File: src/rtl/iexec_mem_latch.sv
// EX/MEM pipeline latch: captures execute results, owns the data-memory request
// handshake and back-pressures upstream stages. Optional perf counters under EXMEM_PERF_EN.
module iexec_mem_latch #(
    parameter int WORD_W = 32,
    parameter int REG_W  = 5
`ifdef EXMEM_PERF_EN
    , parameter int CNT_W = 32
`endif
) (
    input  logic              CLK,
    input  logic              RST,
    input  logic              ihit,
    input  logic              dhit,
    input  logic              flush,
    input  logic [WORD_W-1:0] aluout_in,
    input  logic [WORD_W-1:0] rdat2_in,
    input  logic [WORD_W-1:0] pcplusfour_in,
    input  logic [WORD_W-1:0] instr_in,
    input  logic [REG_W-1:0]  wsel_in,
    input  logic              dREN_in,
    input  logic              dWEN_in,
    input  logic              RegWr_in,
    input  logic              MemtoReg_in,
    input  logic              jal_s_in,
    input  logic              halt_in,
    input  logic [WORD_W-1:0] dmemload,
    output logic [WORD_W-1:0] aluout_out,
    output logic [WORD_W-1:0] rdat2_out,
    output logic [WORD_W-1:0] pcplusfour_out,
    output logic [WORD_W-1:0] instr_out,
    output logic [REG_W-1:0]  wsel_out,
    output logic              dREN_out,
    output logic              dWEN_out,
    output logic              RegWr_out,
    output logic              MemtoReg_out,
    output logic              jal_s_out,
    output logic              halt_out,
    output logic [WORD_W-1:0] dmemaddr,
    output logic [WORD_W-1:0] dmemstore,
    output logic [WORD_W-1:0] dload_out,
`ifdef EXMEM_PERF_EN
    output logic [CNT_W-1:0]  instr_cnt,
    output logic [CNT_W-1:0]  mem_stall_cnt,
`endif
    output logic              mem_busy
);

    // state | meaning
    // IDLE  | no memory op in latch
    // REQ   | dREN_out/dWEN_out asserted, waiting on dhit
    // DONE  | access served, waiting for pipeline advance
    typedef enum logic [1:0] {IDLE, REQ, DONE} state_t;

    state_t state, state_next;
    logic   advance;
    logic   bubble;
    logic   load_mem_op;

    assign advance     = ihit && (state != REQ);
    // Once halted, the latch only ever takes bubbles until reset.
    assign bubble      = flush || halt_out;
    assign load_mem_op = !bubble && (dREN_in || dWEN_in);
    assign mem_busy    = (state == REQ);
    assign dmemaddr    = aluout_out;
    assign dmemstore   = rdat2_out;

    always_ff @(posedge CLK or posedge RST) begin
        if (RST) begin
            state <= IDLE;
        end else begin
            state <= state_next;
        end
    end

    always_comb begin
        state_next = state;
        case (state)
            REQ: begin
                if (dhit) begin
                    state_next = DONE;
                end
            end
            default: begin
                if (advance) begin
                    state_next = load_mem_op ? REQ : IDLE;
                end
            end
        endcase
    end

    always_ff @(posedge CLK or posedge RST) begin
        if (RST) begin
            aluout_out     <= '0;
            rdat2_out      <= '0;
            pcplusfour_out <= '0;
            instr_out      <= '0;
            wsel_out       <= '0;
            dREN_out       <= 1'b0;
            dWEN_out       <= 1'b0;
            RegWr_out      <= 1'b0;
            MemtoReg_out   <= 1'b0;
            jal_s_out      <= 1'b0;
            halt_out       <= 1'b0;
            dload_out      <= '0;
        end else if (advance) begin
            if (bubble) begin
                aluout_out     <= '0;
                rdat2_out      <= '0;
                pcplusfour_out <= '0;
                instr_out      <= '0;
                wsel_out       <= '0;
                dREN_out       <= 1'b0;
                dWEN_out       <= 1'b0;
                RegWr_out      <= 1'b0;
                MemtoReg_out   <= 1'b0;
                jal_s_out      <= 1'b0;
            end else begin
                aluout_out     <= aluout_in;
                rdat2_out      <= rdat2_in;
                pcplusfour_out <= pcplusfour_in;
                instr_out      <= instr_in;
                wsel_out       <= wsel_in;
                dREN_out       <= dREN_in;
                dWEN_out       <= dWEN_in;
                RegWr_out      <= RegWr_in;
                MemtoReg_out   <= MemtoReg_in;
                jal_s_out      <= jal_s_in;
                halt_out       <= halt_in;
            end
        end else if ((state == REQ) && dhit) begin
            if (dREN_out) begin
                dload_out <= dmemload;
            end
            dREN_out <= 1'b0;
            dWEN_out <= 1'b0;
        end
    end

`ifdef EXMEM_PERF_EN
    always_ff @(posedge CLK or posedge RST) begin
        if (RST) begin
            instr_cnt     <= '0;
            mem_stall_cnt <= '0;
        end else begin
            if (advance && !bubble && (instr_cnt != '1)) begin
                instr_cnt <= instr_cnt + 1'b1;
            end
            if ((state == REQ) && (mem_stall_cnt != '1)) begin
                mem_stall_cnt <= mem_stall_cnt + 1'b1;
            end
        end
    end
`endif

endmodule

File: config.mk
export PLATFORM = sky130hd
export DESIGN_NAME = iexec_mem_latch
export DESIGN_NICKNAME = d
export VERILOG_FILES = /design/src/rtl/iexec_mem_latch.sv
export SDC_FILE = /design/constraint.sdc
export NUM_CORES = 1
export LEC_CHECK = 0
export ABC_CLOCK_PERIOD_IN_PS = 15800
export BUFFER_PORTS_ARGS = -buffer_cell sky130_fd_sc_hd__buf_4
export CAP_MARGIN = 20
export CORE_AREA = 3 3 158 160
export DETAILED_ROUTE_END_ITERATION = 10
export DIE_AREA = 0 0 161 163
export GPL_TIMING_DRIVEN = 0
export PLACE_DENSITY_LB_ADDON = 0.05
export REMOVE_ABC_BUFFERS = 1
export SYNTH_ARGS = -nofsm -noshare
export SYNTH_HDL_FRONTEND = slang
export SYNTH_SLANG_ARGS = --single-unit
export TNS_END_PERCENT = 50
File: constraint.sdc
create_clock -name CLK -period 15.8 [get_ports CLK]
set_input_delay 2.37 -clock CLK [delete_from_list [all_inputs] [get_ports CLK]]
set_output_delay 2.37 -clock CLK [all_outputs]
set_load 0.1 [all_outputs]
# Word level (Yosys, flattened, before mapping)

Index checks and enable logic that the tools add are counted.

Memories: 0
Input bits: 176
Register bits after elaboration: 173
Memory bits (writable): 0
Output and inout bits: 236
Bits in latches: 0
Bits in read-only memories: 0

Muxes and demuxes: 17
Magnitude comparators: 0
Shift-type cells: 0
Equality and inequality tests: 3
Multipliers: 0
Div/mod/pow operators: 0
Reduce and logical (&&, ||, !) cells: 11
Bitwise logic cells: 2
$add $sub $neg: 0

Operators by type and width:

| cell               | count |
|---|---|
| $mux 32            | 4 |
| $mux 1             | 9 |
| $mux 2             | 3 |
| $mux 5             | 1 |
| $reduce_and 2->1   | 2 |
| $reduce_bool 2->1  | 2 |
| $logic_and 1x1->1  | 3 |
| $reduce_and 3->1   | 1 |
| $eq 2x1->1 const B | 1 |
| $logic_or 1x1->1   | 2 |
| $ne 2x1->1 const B | 1 |
| $ne 2x2->1 const B | 1 |
| $not 1->1          | 2 |
| $logic_not 1->1    | 1 |

# Logic depth before layout (Yosys ltp)

Word-level depth: 6
Depth in mapped cells: 7
Mapped depth without buffers: 3

# Least setup slack after synthesis

Ideal clock, no wire load.

Kind: register -> output
Start: register aluout_out[0]
End: output dmemaddr[0]
Buffers on the path: 1
Stages on the path, launching flop included: 2
Slack: 12,090 ps
Arrival time: 1,340 ps
Cell sequence: dfrtp_1 -> buf_4

RTL lines:

| item                   | RTL line | source |
|---|---|---|
| from (decl)            | 27       | `output logic [WORD_W-1:0] aluout_out,` |
| from (signal assigned) | 118      | `aluout_out <= aluout_in;` |
| to (decl)              | 38       | `output logic [WORD_W-1:0] dmemaddr,` |

No word-level cell between the ends.

# Worst setup path after layout

Start: register state[1]
End: output mem_busy

Word-level cells in the longest chain between the ends: 1

RTL lines:

| item                   | RTL line | source |
|---|---|---|
| from (decl)            | 54       | `state_t state, state_next;` |
| from (signal assigned) | 71       | `state <= state_next;` |
| $eq 2x1->1             | 63       | `assign mem_busy = (state == REQ);` |
| to (decl)              | 45       | `output logic mem_busy` |

Every way passes these cells.

==> flow_summary.json <==
{
  "wire_length_of_the_first_global_routing_pass_mm": 32.13,
  "die_area_sq_um": 26240,
  "worst_setup_hold_path_clk_slew_ps": 60,
  "antenna_cells": 0,
  "design_power_total_mw": 2.278,
  "criticalPathCategory": "flop to primary output",
  "postSynthRegisterBits": 173,
  "clock_sinks": 173,
  "worst-endpoint-required_ps": 13430,
  "vdd_drop_max_mv": 0.09149,
  "setup_viol_count_final": 0,
  "cts-root-buf": "clkbuf_16",
  "syn_area_sq_um": 6694,
  "drt_drc_violations_left": 0,
  "synthCells": 454,
  "power_density_nw_per_um2": 222.6,
  "seq_area_frac_synth_pct": 64.67,
  "route.detailed.wl_per_inst_um": 18.97,
  "synth-main-ff-cell": "dfrtp_1",
  "synth_area_leader_cell": "dfrtp_1",
  "cts_hold_repair.buffers": 0,
  "final_max_slew_viol_count": 0,
  "worst_hold_path_type": "flop to flop",
  "first_global_vias": 5308,
  "tightestPinTransition_ps": 829.8,
  "synthToLayoutAreaGrowth_pct": 52.88,
  "top_level_ports": 412,
  "grt_start_max_net_pins": 90,
  "tritoncts": "built",
  "synth_enable_flop_cells": 0,
  "antenna_left": 0,
  "signal_arrival_time_at_the_worst_endpoint_ps": 1720,
  "clock-skew-final_ps": 15.96,
  "route.detailed.vias_per_inst": 4.465,
  "gp_congestion": 0.7408,
  "critPathLaunchType": "flop",
  "reg2reg_setup_slack_ps": 13460,
  "timing.final.ws_setup_ps": 11710,
  "synth.top_cells.by_count": "173 x dfrtp_1, 138 x a22o_1, 78 x buf_4, 32 x mux2_2, 15 x buf_2",
  "worst_hold_slack_ps": 504.8,
  "ys.warnings.count": 0,
  "number_of_clock_buffers_inserted_by_tritoncts": 17,
  "worst_skew_pair.late_latency_ps": 430,
  "fillerInstances": 2257,
  "fp-row-count": 56,
  "max_slew_margin_pct": 44.62,
  "io_buffer_count": 411,
  "routed_wl_mm": 21.39,
  "fmax_ghz": 0.2443,
  "leakagePower_nw": 5.499,
  "hold_viol": 0,
  "ctsLongestPathBuffers": 2,
  "area_share_of_the_largest_cell_type_after_synthesis_pct": 64.67,
  "die_w_um": 161,
  "cp_slowest_stage_delay_ps": 520,
  "finalCoreUtilization_pct": 43.47,
  "post_cts_resize_count": 0,
  "setup_tns_ps": 0,
  "synth_most_common_cell": "dfrtp_1",
  "synth_top_area_cells": "dfrtp_1 65%, a22o_1 18%, buf_4 8.7%, mux2_2 5.4%, buf_2 1.1%",
  "fin_crit_sh_pct": 25.91,
  "die_height_um": 163,
  "fin_nets": 973,
  "grt_use_total_pct": 15.86,
  "crit_fanout": 7,
  "cap_violations": 0,
  "via_count": 5037,
  "detailedPlace.worstSlack_ps": 11600,
  "h_tree_depth": 4,
  "final_critical_period_ps": 4094,
  "post_route_cells_drive_above_1_share_pct": 60.44,
  "cell_chain_of_the_critical_path": "nor2b_1 > buf_4",
  "detail_route.first_pass.iterations": 4,
  "mean_syn_cell_area_sq_um": 14.74,
  "status": "complete, no violations",
  "synthArstFlopShare_pct": 100.0,
  "standard_cell_core_area_sq_um": 23540,
  "grt_setup_unrepaired": "false",
  "critical_path.slowest_cell": "nor2b_1",
  "place_hpwl_mm": 15.92,
  "antenna_found_initial": 0,
  "drt_iter0_markers": 213,
  "cts_post_setup_buffers_inserted": 0,
  "setup.worst_path.end_class": "primary output",
  "netlist-cell-type-count": 20,
  "initial_core_util_pct": 28.43,
  "gr-total-overflow": 0
}
-- routing by layer --
metal	vias to the layer above	part of all wire (%)	global-route usage (%)
met1	2497	37	18.31
li1	2288	-	-
met5	-	0	0
met3	16	9.8	6.307
met4	0	1.4	5.241
met2	236	52	27.03
-- cell usage in the layout, fill, tap and decap left out --
master / count
nand3_2: 1
clkbuf_16: 17
clkinvlp_4: 1
clkinv_2: 1
nand2b_4: 1
nor2_1: 1
inv_8: 5
clkbuf_8: 1
buf_4: 411
a21o_1: 1
nor4_1: 1
inv_1: 1
a22o_1: 138
o22a_1: 1
inv_6: 7
nor4b_4: 1
buf_6: 3
buf_16: 2
mux2_2: 32
dfrtp_1: 173
nor2b_1: 1
o21ai_0: 1
buf_8: 6
mux2i_1: 1
nand2_1: 1
-- final timing paths --
check	startpoint	to	cells after the start
worst max-delay path	state[1]	mem_busy	2
worst min-delay path	dload_out[17]	dload_out[17]	1
worst max register to register	state[1]	instr_out[17]	4
worst min register to register	dload_out[17]	dload_out[17]	1
max in group asynchronous	RST	pcplusfour_out[31]	3
min in group asynchronous	RST	dload_out[6]	2
-- power breakdown --
part           total (mW)  switching [mW]  internal (mW)
logic                1.28            1.02          0.253
clock network       0.406           0.193          0.213
registers           0.595          0.0611          0.534
-- cells by family (layout without fill, tap and decap cells) --
family	count (synthesis)	after routing	share of synthesized area (%)
muxes	33	33	5.533
and+or+nand+nor	7	7	0.8224
DFF	173	173	64.67
buffers and inverters	100	455	10.60
AOI/OAI and AO/OA	141	141	18.37
-- metrics by stage --
step	instances	instance area (sq um)
after global placement	1086	9477
after floorplan	356	5992
after global routing	1128	10230
after CTS	1128	10230
final	1128	10230
after detailed placement	1097	9676
-- area by class of cell --
type	count	area [sq um]	area share (%)
timing repair buffer	422	3264	31.90
inverter	2	15.01	0.1467
tap	319	399.1	3.900
multi-input combinational	181	1668	16.30
sequential	173	4329	42.30
clock buffer	18	439.2	4.291
clock inverter	13	118.9	1.162
-- registers in the layout, summed over array words and instances (netlist names), 2 cells and up --
signal and flops:
aluout_out 32, dload_out 32, dmemstore 32, instr_out 32, pcplusfour_out 32, state 2, wsel_out 5
-- worst max-delay path, delay by kind of cell, from the launching register on --
kind / cells / cell delay, ps
flops: 1 / 370
buf+inv: 1 / 410
simple gates: 1 / 520
No activity file was read; power rests on OpenSTA's default activity.
